$ cat src/rtl/muldiv_seq_pkg.sv
// Shared definitions for the RV32M multiply/divide sequencer: ALU operation
// codes, FSM state encoding, iteration count and an operation decoder.
// Contains no logic of its own; imported by muldiv_seq and muldiv_dp.
package muldiv_seq_pkg;

    localparam int MXLEN   = 32;
    localparam int MD_ITER = 32;

    // Decoder ALU_* operation codes (5 bits). Only the M ops are handled by
    // the sequencer; the base codes are listed so the encodings stay together.
    localparam logic [4:0] ALU_ADD    = 5'd0;
    localparam logic [4:0] ALU_SUB    = 5'd1;
    localparam logic [4:0] ALU_AND    = 5'd2;
    localparam logic [4:0] ALU_OR     = 5'd3;
    localparam logic [4:0] ALU_XOR    = 5'd4;
    localparam logic [4:0] ALU_SLL    = 5'd5;
    localparam logic [4:0] ALU_SRL    = 5'd6;
    localparam logic [4:0] ALU_SRA    = 5'd7;
    localparam logic [4:0] ALU_SLT    = 5'd8;
    localparam logic [4:0] ALU_SLTU   = 5'd9;
    localparam logic [4:0] ALU_MUL    = 5'd10;
    localparam logic [4:0] ALU_MULH   = 5'd11;
    localparam logic [4:0] ALU_MULHSU = 5'd12;
    localparam logic [4:0] ALU_MULHU  = 5'd13;
    localparam logic [4:0] ALU_DIV    = 5'd14;
    localparam logic [4:0] ALU_DIVU   = 5'd15;
    localparam logic [4:0] ALU_REM    = 5'd16;
    localparam logic [4:0] ALU_REMU   = 5'd17;

    typedef enum logic [2:0] {
        MD_IDLE = 3'd0,
        MD_PREP = 3'd1,
        MD_CALC = 3'd2,
        MD_FIX  = 3'd3,
        MD_DONE = 3'd4
    } md_state_t;

    // Per-operation attributes derived from the ALU code.
    typedef struct packed {
        logic is_m;      // one of the eight M ops
        logic is_mul;    // multiply family
        logic hi_half;   // return product bits [2*XLEN-1:XLEN]
        logic is_quot;   // DIV / DIVU
        logic is_rem;    // REM / REMU
        logic a_signed;  // rs1 interpreted as two's complement
        logic b_signed;  // rs2 interpreted as two's complement
    } md_op_t;

    function automatic md_op_t decode_op(input logic [4:0] op);
        md_op_t d;
        d = '0;
        case (op)
            ALU_MUL:    begin d.is_m = 1'b1; d.is_mul = 1'b1; end
            ALU_MULH:   begin d.is_m = 1'b1; d.is_mul = 1'b1; d.hi_half = 1'b1;
                              d.a_signed = 1'b1; d.b_signed = 1'b1; end
            ALU_MULHSU: begin d.is_m = 1'b1; d.is_mul = 1'b1; d.hi_half = 1'b1;
                              d.a_signed = 1'b1; end
            ALU_MULHU:  begin d.is_m = 1'b1; d.is_mul = 1'b1; d.hi_half = 1'b1; end
            ALU_DIV:    begin d.is_m = 1'b1; d.is_quot = 1'b1;
                              d.a_signed = 1'b1; d.b_signed = 1'b1; end
            ALU_DIVU:   begin d.is_m = 1'b1; d.is_quot = 1'b1; end
            ALU_REM:    begin d.is_m = 1'b1; d.is_rem = 1'b1;
                              d.a_signed = 1'b1; d.b_signed = 1'b1; end
            ALU_REMU:   begin d.is_m = 1'b1; d.is_rem = 1'b1; end
            default:    d = '0;
        endcase
        return d;
    endfunction

endpackage

$ cat src/rtl/muldiv_dp.sv
// Iterative shift-add multiply / restoring divide datapath, one bit per step.
// Latency: MD_ITER steps after load; last flags the final step.
// Backpressure: none; advances only when the sequencer asserts step.
// Ports: clk/rst; load with opa/opb/is_div starts an operation; step advances
// one iteration; acc is the product (mul) or partial remainder in the low
// XLEN+1 bits (div); shreg holds the quotient after a divide.
import muldiv_seq_pkg::*;

module muldiv_dp #(
    parameter int XLEN = MXLEN
) (
    input  logic              clk,
    input  logic              rst,
    input  logic              load,
    input  logic              step,
    input  logic              is_div,
    input  logic [XLEN-1:0]   opa,
    input  logic [XLEN-1:0]   opb,
    output logic [2*XLEN-1:0] acc,
    output logic [XLEN-1:0]   shreg,
    output logic              last
);

    localparam logic [5:0] LAST_CNT = 6'(MD_ITER - 1);

    logic [XLEN-1:0] opnd;     // multiplicand or divisor, held for the whole op
    logic [5:0]      cnt;
    logic [XLEN:0]   mul_sum;
    logic [XLEN:0]   trial;
    logic [XLEN+1:0] diff;
    logic            fits;

    always_comb begin
        // Multiply: add the multiplicand into the upper half when the current
        // multiplier bit is set; the carry becomes the new top bit after shift.
        mul_sum = {1'b0, acc[2*XLEN-1:XLEN]} + (shreg[0] ? {1'b0, opnd} : '0);
        // Divide: shift the next dividend bit into the partial remainder and
        // try subtracting the divisor; keep the difference only if non-negative.
        trial   = {acc[XLEN-1:0], shreg[XLEN-1]};
        diff    = {1'b0, trial} - {2'b00, opnd};
        fits    = ~diff[XLEN+1];
    end

    assign last = (cnt == LAST_CNT);

    always_ff @(posedge clk) begin
        if (rst) begin
            acc   <= '0;
            shreg <= '0;
            opnd  <= '0;
            cnt   <= '0;
        end else if (load) begin
            acc   <= '0;
            cnt   <= '0;
            // Multiplier (mul) or dividend (div) goes into the shift register.
            shreg <= is_div ? opa : opb;
            opnd  <= is_div ? opb : opa;
        end else if (step) begin
            cnt <= cnt + 6'd1;
            if (is_div) begin
                acc   <= {{(XLEN-1){1'b0}}, (fits ? diff[XLEN:0] : trial)};
                shreg <= {shreg[XLEN-2:0], fits};
            end else begin
                acc   <= {mul_sum, acc[XLEN-1:1]};
                shreg <= shreg >> 1;
            end
        end
    end

endmodule

$ cat src/rtl/muldiv_seq.sv
// RV32M multiply/divide sequencer: FSM, request/response handshake, sign fix.
// Latency: 35 cycles accept-to-response normally, 2 for special cases.
// Backpressure: result held in DONE until rsp_ready; req_ready only in IDLE.
// Ports: clk, rst (sync active-high); req_valid/req_ready with alu_ops, rs1,
// rs2; flush aborts; rsp_valid/rsp_ready with result; busy = not IDLE.
import muldiv_seq_pkg::*;

module muldiv_seq #(
    parameter int XLEN = MXLEN
) (
    input  logic            clk,
    input  logic            rst,
    input  logic            req_valid,
    output logic            req_ready,
    input  logic [4:0]      alu_ops,
    input  logic [XLEN-1:0] rs1,
    input  logic [XLEN-1:0] rs2,
    input  logic            flush,
    output logic            rsp_valid,
    input  logic            rsp_ready,
    output logic [XLEN-1:0] result,
    output logic            busy
);

    localparam logic [XLEN-1:0] INT_MIN = {1'b1, {(XLEN-1){1'b0}}};

    md_state_t         state, next_state;
    logic [4:0]        op_q;
    logic [XLEN-1:0]   a_q, b_q;
    logic              neg_q;
    logic [XLEN-1:0]   result_q;

    md_op_t            dec;
    logic              div_op;
    logic              neg_a, neg_b;
    logic [XLEN-1:0]   abs_a, abs_b;
    logic              neg_d;

    logic              accept;
    logic              dp_load, dp_step;
    logic              neg_we;
    logic              result_we;
    logic [XLEN-1:0]   result_d;

    logic [2*XLEN-1:0] dp_acc;
    logic [XLEN-1:0]   dp_shreg;
    logic              dp_last;
    logic [2*XLEN-1:0] prod_fix;

    assign dec    = decode_op(op_q);
    assign div_op = dec.is_quot | dec.is_rem;

    // Signs and magnitudes of the latched operands.
    always_comb begin
        neg_a = dec.a_signed & a_q[XLEN-1];
        neg_b = dec.b_signed & b_q[XLEN-1];
        abs_a = neg_a ? (~a_q + 1'b1) : a_q;
        abs_b = neg_b ? (~b_q + 1'b1) : b_q;
        // Remainder follows the dividend; products and quotients follow XOR.
        neg_d = dec.is_rem ? neg_a : (neg_a ^ neg_b);
        // Negate the full product so the high half is correct for MULH/MULHSU.
        prod_fix = neg_q ? (~dp_acc + 1'b1) : dp_acc;
    end

    muldiv_dp #(
        .XLEN (XLEN)
    ) u_dp (
        .clk    (clk),
        .rst    (rst),
        .load   (dp_load),
        .step   (dp_step),
        .is_div (div_op),
        .opa    (abs_a),
        .opb    (abs_b),
        .acc    (dp_acc),
        .shreg  (dp_shreg),
        .last   (dp_last)
    );

    always_ff @(posedge clk) begin
        if (rst) begin
            state <= MD_IDLE;
        end else begin
            state <= next_state;
        end
    end

    always_comb begin
        next_state = state;
        accept     = 1'b0;
        dp_load    = 1'b0;
        dp_step    = 1'b0;
        neg_we     = 1'b0;
        result_we  = 1'b0;
        result_d   = '0;

        case (state)
            MD_IDLE: begin
                if (req_valid) begin
                    accept     = 1'b1;
                    next_state = MD_PREP;
                end
            end
            MD_PREP: begin
                if (!dec.is_m) begin
                    result_we  = 1'b1;
                    result_d   = '0;
                    next_state = MD_DONE;
                end else if (div_op && (b_q == '0)) begin
                    result_we  = 1'b1;
                    result_d   = dec.is_quot ? '1 : a_q;
                    next_state = MD_DONE;
                end else if (div_op && dec.a_signed &&
                             (a_q == INT_MIN) && (b_q == '1)) begin
                    result_we  = 1'b1;
                    result_d   = dec.is_quot ? INT_MIN : '0;
                    next_state = MD_DONE;
                end else begin
                    dp_load    = 1'b1;
                    neg_we     = 1'b1;
                    next_state = MD_CALC;
                end
            end
            MD_CALC: begin
                dp_step = 1'b1;
                if (dp_last) begin
                    next_state = MD_FIX;
                end
            end
            MD_FIX: begin
                result_we = 1'b1;
                if (dec.is_mul) begin
                    result_d = dec.hi_half ? prod_fix[2*XLEN-1:XLEN]
                                           : prod_fix[XLEN-1:0];
                end else if (dec.is_quot) begin
                    result_d = neg_q ? (~dp_shreg + 1'b1) : dp_shreg;
                end else begin
                    result_d = neg_q ? (~dp_acc[XLEN-1:0] + 1'b1)
                                     : dp_acc[XLEN-1:0];
                end
                next_state = MD_DONE;
            end
            MD_DONE: begin
                if (rsp_ready) begin
                    next_state = MD_IDLE;
                end
            end
            default: next_state = MD_IDLE;
        endcase

        // Abort overrides everything, including a request in the same cycle.
        if (flush) begin
            next_state = MD_IDLE;
            accept     = 1'b0;
            dp_load    = 1'b0;
            dp_step    = 1'b0;
            neg_we     = 1'b0;
            result_we  = 1'b0;
        end
    end

    always_ff @(posedge clk) begin
        if (rst) begin
            op_q     <= '0;
            a_q      <= '0;
            b_q      <= '0;
            neg_q    <= 1'b0;
            result_q <= '0;
        end else begin
            if (accept) begin
                op_q <= alu_ops;
                a_q  <= rs1;
                b_q  <= rs2;
            end
            if (neg_we) begin
                neg_q <= neg_d;
            end
            if (result_we) begin
                result_q <= result_d;
            end
        end
    end

    assign req_ready = (state == MD_IDLE);
    assign rsp_valid = (state == MD_DONE);
    assign busy      = (state != MD_IDLE);
    assign result    = result_q;

endmodule

$ cat config.mk
export PLATFORM = sky130hd
export DESIGN_NAME = muldiv_seq
export DESIGN_NICKNAME = d
export VERILOG_FILES = /design/src/rtl/muldiv_seq_pkg.sv /design/src/rtl/muldiv_dp.sv /design/src/rtl/muldiv_seq.sv
export SDC_FILE = /design/constraint.sdc
export NUM_CORES = 1
export LEC_CHECK = 0
export ABC_AREA = 1
export BUFFER_PORTS_ARGS = -buffer_cell sky130_fd_sc_hd__buf_2
export CORE_MARGIN = 2
export CORE_UTILIZATION = 30
export DETAILED_ROUTE_END_ITERATION = 12
export PLACE_DENSITY_LB_ADDON = 0.1
export SLEW_MARGIN = 20
export SYNTH_ARGS = -nofsm -noshare
export SYNTH_HDL_FRONTEND = slang
export SYNTH_SLANG_ARGS = --single-unit
$ cat constraint.sdc
create_clock -name clk -period 2.6 [get_ports clk]
set_input_delay 0.13 -clock clk [delete_from_list [all_inputs] [get_ports clk]]
set_output_delay 0.13 -clock clk [all_outputs]
set_load 0.01 [all_outputs]
# Word level (Yosys, flattened, before mapping)
# Cells that the tools add are included.
dict set report word_totals {
  register_bits 239
  output_inout_bits 35
  elab_cells 116
}
dict set report classes {
  n_eq_ne 18
  bitwise_logic 10
  n_addsub 8
  muxes 52
  reduce_logical 18
}
# op count
set ops {}
lappend ops {{$mux W32} 18}
lappend ops {{$add A32 B1 Y32 const B} 4}
lappend ops {{$mux W64} 2}
lappend ops {{$not A32 Y32} 4}
lappend ops {{$add A64 B1 Y64 const B} 1}
lappend ops {{$eq A32 B32 Y1 const B} 2}
lappend ops {{$not A64 Y64} 1}
lappend ops {{$pmux W32 S2} 1}
lappend ops {{$sub A33 B32 Y34} 1}
lappend ops {{$add A32 B33 Y33} 1}
lappend ops {{$mux W33} 1}
lappend ops {{$logic_not A32 Y1} 1}
lappend ops {{$eq A5 B4 Y1 const B} 6}
lappend ops {{$mux W1} 22}
lappend ops {{$mux W3} 6}
lappend ops {{$pmux W3 S5} 1}
lappend ops {{$eq A5 B5 Y1 const B} 2}
lappend ops {{$reduce_or A2 Y1} 4}
lappend ops {{$reduce_or A4 Y1} 2}
lappend ops {{$reduce_or A8 Y1} 1}
lappend ops {{$add A6 B1 Y6 const B} 1}
lappend ops {{$eq A3 B2 Y1 const B} 2}
lappend ops {{$eq A6 B5 Y1 const B} 1}
lappend ops {{$reduce_or A3 Y1} 2}
lappend ops {{14 further kinds} 19}

# Depth between registers and ports, before layout
dict set report logic_depth {
  word_depth 13
  ltp_mapped 19
  mapped_depth_nobuf 18
}

# By module
# A second synthesis with hierarchy kept.
dict set report hier_totals {
  hier_cells 3943
  hier_area_um2 22243.8
}
# mod n_inst cells_each seq_area_each_um2 area_each_um2
set modules_own_cells {}
lappend modules_own_cells {muldiv_dp 1 1915 2682.6 11503.5}
lappend modules_own_cells {muldiv_seq 1 2028 2102.0 10740.3}

# Worst setup path before layout
# No wires, ideal clock.
dict set report synth_path {
  path_kind {reg2reg}
  startpoint {register u_dp.shreg[0]}
  endpoint {register u_dp.acc[51]}
  setup_time_ns 0.115
  path_slack_ns 0.164
  arrival_time_ns 2.321
  t_required_ns 2.485
  path_stages_with_launch 18
  path_buffers 2
  cell_sequence {dfxtp_1 clkbuf_1 clkbuf_1 nand2_1 inv_1 ha_1 fa_1 nand3_1 nand2_1 nand2_1 nand2_1 nand3_1 nand2_1 nand2_1 nand2_1 or2_2 nand3_1 a21oi_2}
}
dict set report synth_via {
  elab_chain_len 3
}
# element line_no
set synth_rtl {}
lappend synth_rtl {{start, declared} muldiv_dp.sv:20} ;# output logic [XLEN-1:0] shreg,
lappend synth_rtl {{start signal, assigned} muldiv_dp.sv:56} ;# shreg <= is_div ? opa : opb;
lappend synth_rtl {{start signal, assigned} muldiv_dp.sv:62} ;# shreg <= {shreg[XLEN-2:0], fits};
lappend synth_rtl {{start signal, assigned} muldiv_dp.sv:65} ;# shreg <= shreg >> 1;
lappend synth_rtl {{$mux W32} muldiv_dp.sv:36} ;# mul_sum = {1'b0, acc[2*XLEN-1:XLEN]} + (shreg[0] ? {1'b0, opnd} : '0);
lappend synth_rtl {{$add A32 B33 Y33} muldiv_dp.sv:36}
lappend synth_rtl {{$mux W64} muldiv_dp.sv:60} ;# if (is_div) begin
lappend synth_rtl {{end signal, assigned} muldiv_dp.sv:61} ;# acc <= {{(XLEN-1){1'b0}}, (fits ? diff[XLEN:0] : trial)};
lappend synth_rtl {{end signal, assigned} muldiv_dp.sv:64} ;# acc <= {mul_sum, acc[XLEN-1:1]};
lappend synth_rtl {{end, declared} muldiv_dp.sv:19} ;# output logic [2*XLEN-1:0] acc,
# No other way between the ends.
# A chain may end at the register's enable or synchronous reset.

# Worst setup path in the final report
dict set report layout_path {
  startpoint {register op_q[4]}
  endpoint {register u_dp.opnd[15]}
}
dict set report layout_via {
  elab_chain_len 12
  elab_cells_between_ends 33
  classes_between {8 x eq/ne; 13 x mux; 3 x bitwise; 9 x reduce/logical}
}
# element line_no
set layout_rtl {}
lappend layout_rtl {{start, declared} muldiv_seq.sv:28} ;# logic [4:0] op_q;
lappend layout_rtl {{start signal, assigned} muldiv_seq.sv:171} ;# op_q <= alu_ops;
lappend layout_rtl {{$eq A5 B4 Y1 / $eq A5 B5 Y1 (equally long branches)} muldiv_seq_pkg.sv:52} ;# case (op)
lappend layout_rtl {{$reduce_or A2 Y1 (no source line)} -}
lappend layout_rtl {{$mux W1} muldiv_seq_pkg.sv:52}
lappend layout_rtl {{$or A1 B1 Y1} muldiv_seq.sv:51} ;# assign div_op = dec.is_quot | dec.is_rem;
lappend layout_rtl {{$logic_and A1 B1 Y1 (2 in series)} muldiv_seq.sv:113} ;# end else if (div_op && dec.a_signed &&
lappend layout_rtl {{$logic_and A1 B1 Y1} muldiv_seq.sv:114} ;# (a_q == INT_MIN) && (b_q == '1)) begin
lappend layout_rtl {{$mux W1} muldiv_seq.sv:113}
lappend layout_rtl {{$mux W1} muldiv_seq.sv:109} ;# end else if (div_op && (b_q == '0)) begin
lappend layout_rtl {{$mux W1} muldiv_seq.sv:105} ;# if (!dec.is_m) begin
lappend layout_rtl {{$mux W1} muldiv_seq.sv:97} ;# case (state)
lappend layout_rtl {{$mux W1} muldiv_seq.sv:152} ;# if (flush) begin
lappend layout_rtl {{end signal, assigned} muldiv_dp.sv:57} ;# opnd <= is_div ? opb : opa;
lappend layout_rtl {{end, declared} muldiv_dp.sv:26} ;# logic [XLEN-1:0] opnd;
# Parallel ways exist; a longest one is shown, timed or not.

==> Flow_metrics.wiki <==
{| class="wikitable"
! Metric !! Value
|-
| Number of buffers on the longest clock path || 3
|-
| Portion of the post-synthesis area used by sequential elements || 21.0%
|-
| Worst slew pin tran || 0.811 ns
|-
| Maximum capacitance violations || 0
|-
| Part of the cycle the worst path needs || 96.3%
|-
| Cell Area, Synth || 22,800 µm²
|-
| Number of antenna violations at the first check in global routing || 5
|-
| Syn Inst Count || around 4.1k
|-
| Switching power as a share of total power || between 30% and 40%
|-
| Internal Dissipation || roughly 7.4 mW
|-
| Die extent in y || 280 µm
|-
| Net count, final || approximately 4.6k
|-
| Worst setup path class || register to register
|-
| WP buf/inv || 3
|-
| Leading cell type in the layout, fill and taps excluded || sky130_fd_sc_hd__nand2_1
|-
| Count of cell types in the netlist || 54
|-
| Horizontal extent of the die || around 280 µm
|-
| Total number of vias || between 20k and 30k
|-
| Cell-by-cell trace of the critical path || inv_1 > nand4_2 > nand2_1 > nor2_1 > nor2_4 > buf_4 > buf_4 > nand2_1 > nand2_1 > o21bai_1 > o22ai_1
|-
| Cell chosen for the clock root || sky130_fd_sc_hd__clkbuf_16
|-
| Net count after synthesis || roughly 4.3k
|-
| Count of port buffers added during placement || approximately 110
|-
| Number of top-level design ports || 109
|-
| Placer Congestion || 0.974
|-
| Status || complete, no violations
|-
| Highest Clock Rate || 400 MHz
|-
| Utilization after layout || 37.0%
|-
| Sequential group share of total power || roughly 36%
|-
| Sink count of the clock tree || 239
|-
| Deepest level of the CTS H-tree || 2
|-
| Antenna Violating Nets Remaining || 0
|-
| Starting utilization of the core area || a little under a third
|-
| Iteration count of the initial detailed-routing pass || 6
|-
| Class of the tightest hold or removal check || input port to register
|-
| Total detailed-routing wirelength || 111 mm
|-
| Synthesis Warnings || 0
|-
| Core Region || roughly 76,000 µm²
|-
| Die footprint || around 80,000 µm²
|-
| Switching pwr || approximately 3.6 mW
|-
| Slowest Stage Delay on Critical Path || between 0.4 and 0.5 ns
|-
| CP max-delay cell || sky130_fd_sc_hd__dfxtp_1
|-
| Via density per instance || around 5.1
|-
| Ant. Diodes || 0
|-
| Critical-path maximum fanout || 8
|-
| Static Leak || 14.1 nW
|-
| Top FF cell, synth || sky130_fd_sc_hd__dfxtp_1
|-
| Final hold violations || 0
|-
| Register clock-pin slew on the reported worst setup and hold paths || 0.06 ns
|-
| Critical path data required time || 3.03 ns
|-
| Residual DRC || 0
|-
| Share of synthesized registers carrying an async set or reset || 0%
|-
| Relative slew slack || 45.4%
|-
| Power per cell area || between 300 and 400 nW/µm²
|-
| Number of setup violations in the final report || 0
|-
| DRT iter0 DRCs || about 2.2k
|-
| Maximum number of pins on one net before global-route repair || about 130
|-
| Fill count || ~8.6k
|-
| Layout Skew || around 0.047 ns
|-
| Register bit total from synthesis || roughly 240
|-
| Share of power burned in the clock network || 45.1%
|-
| EDFF count, synth || 0
|-
| Number of buffers created by CTS || 35
|-
| Signal arrival time at the worst endpoint || 2.93 ns
|-
| TritonCTS clock tree || yes
|-
| Final slew viol count || 0
|-
| Overflow left after global routing || 0
|-
| Fraction of final layout cells with drive strength greater than 1 || between 10% and 20%
|-
| Most used cells in the layout excluding fill and tap cells || sky130_fd_sc_hd__nand2_1, sky130_fd_sc_hd__inv_1, sky130_fd_sc_hd__nor2_1
|-
| GRT Total Usage || ~28%
|-
| Startpoint types || register
|-
| Period minus WS final || about 2.5 ns
|-
| Share of total power in combinational logic || roughly a fifth
|-
| Routed len/inst || slightly above 20 µm
|-
| Post-synthesis average cell area || roughly 5.6 µm²
|-
| Sort of element at the end of the critical path || register
|-
| Final total power || between 10 and 15 mW
|-
| Wire length of the first global-routing pass || around 160 mm
|-
| Kind of cell adding the most delay to the critical path || simple AND/OR/NAND/NOR gates
|-
| FP Rows || just over 100
|-
| Area growth, synth to finish || 22.6%
|-
| Clock latency at the later pin of the worst-skew pair || 0.59 ns
|-
| Dpl hpwl || ~90 mm
|-
| Most frequent cell on the critical path || sky130_fd_sc_hd__nand2_1
|-
| Via count of the first global-routing pass || between 20k and 30k
|-
| Peak ir drop on the vdd network || roughly 350 µV
|}
cells by family (layout without fill, tap and decap cells):
logic type | Yosys count | in the layout | synth area share, %
AOI/OAI and AO/OA | 723 | 723 | 17.2
buffers and inverters | 678 | 1009 | 12.1
and+or+nand+nor | 2336 | 2337 | 43.6
DFF | 239 | 239 | 21.0
adders and majority gates | 72 | 72 | 4.01
xor gates and xnor gates | 56 | 56 | 2.15
cells in the mapped netlist, types with 22 or more instances:
master / count / area [µm²]
sky130_fd_sc_hd__buf_2: 41 / 205
sky130_fd_sc_hd__nand2_1: 1215 / 4560
sky130_fd_sc_hd__o21ai_1: 37 / 185
sky130_fd_sc_hd__nor2_1: 501 / 1880
sky130_fd_sc_hd__a21oi_2: 22 / 193
sky130_fd_sc_hd__dfxtp_1: 239 / 4780
sky130_fd_sc_hd__nand4_1: 78 / 488
sky130_fd_sc_hd__clkbuf_1: 91 / 342
sky130_fd_sc_hd__xor2_1: 49 / 429
sky130_fd_sc_hd__ha_1: 70 / 876
sky130_fd_sc_hd__o21bai_1: 25 / 188
sky130_fd_sc_hd__o21ai_0: 317 / 1590
sky130_fd_sc_hd__inv_1: 493 / 1850
sky130_fd_sc_hd__a21oi_1: 253 / 1270
sky130_fd_sc_hd__nor3_1: 23 / 115
sky130_fd_sc_hd__nand3_1: 411 / 2060
worst min-delay path: cells and delay by family:
family	cells	cell delay [ns]
buf+inv	3	0.35
simple gates	1	0.07
sequential cells by signal, summed over array words and instances, names as in the netlist:
register / flops
u_dp.opnd: 32
result: 32
b_q: 32
neg_q: 1
a_q: 32
state: 3
u_dp.cnt: 6
op_q: 5
u_dp.shreg: 32
u_dp.acc: 64
path summary, 6_finish.rpt:
check	from	to	slack [ns]	depth (start not counted)
worst min-delay path	rst	u_dp.shreg[0]	0.03	4
worst max register to register	op_q[4]	u_dp.opnd[15]	0.1	11
worst min register to register	u_dp.cnt[5]	u_dp.cnt[5]	0.48	2
worst max-delay path	op_q[4]	u_dp.opnd[15]	0.1	11
power by group through the flow:
| stage | Combinational [mW] | Sequential (mW) | Clock [mW] |
|---|---|---|---|
| finish | 2.13 | 3.92 | 4.97 |
| global route | 2.34 | 3.93 | 5.23 |
| floorplan | 1.24 | 3.96 | 0 |
| CTS | 2.11 | 3.92 | 5.08 |
| detailed placement | 2.01 | 4.00 | 0 |
| global placement | 2.02 | 4.00 | 0 |
timing repair:
item                       4_1_cts  5_1_grt
buffers inserted                 0        6
hold buffers                    79        0
pin swaps                        0        5
setup endpoints to repair        3       61
resized for setup                1       35
hold endpoints to repair        71        0
gates cloned                     0        1
through the flow:
stage	setup TNS [ns]	hold WS (ns)	cells	instance area [µm²]	setup slack, ns
floorplan	0	0.294	4104	22800	0.164
global placement	-0.171	0.383	5265	25900	-0.0751
detailed placement	-0.121	0.387	5265	25900	-0.0725
CTS	0	0.0178	5407	27800	0.0241
global route	-0.0165	0.0426	5414	28000	-0.0116
finish	0	0.0319	5414	28000	0.0973
metal layers:
layer / track usage, % / up-vias / wire, µm
li1: - / 13900 / -
met1: 36.2 / 12600 / 49000
met2: 46.5 / 827 / 51300
met3: 2.58 / 181 / 5400
met4: 11.9 / 0 / 5350
met5: 0 / - / 0
layout make-up:
type	count	area (µm²)	area share, %
multi-input cells	3188	15400	55.1
clock buffers	44	981	3.50
flip-flops and latches	239	4790	17.1
well taps	978	1220	4.37
clock inverters	19	179	0.639
inverters	509	1920	6.86
repair buffers	437	3470	12.4
(Power assumes the default switching activity.)
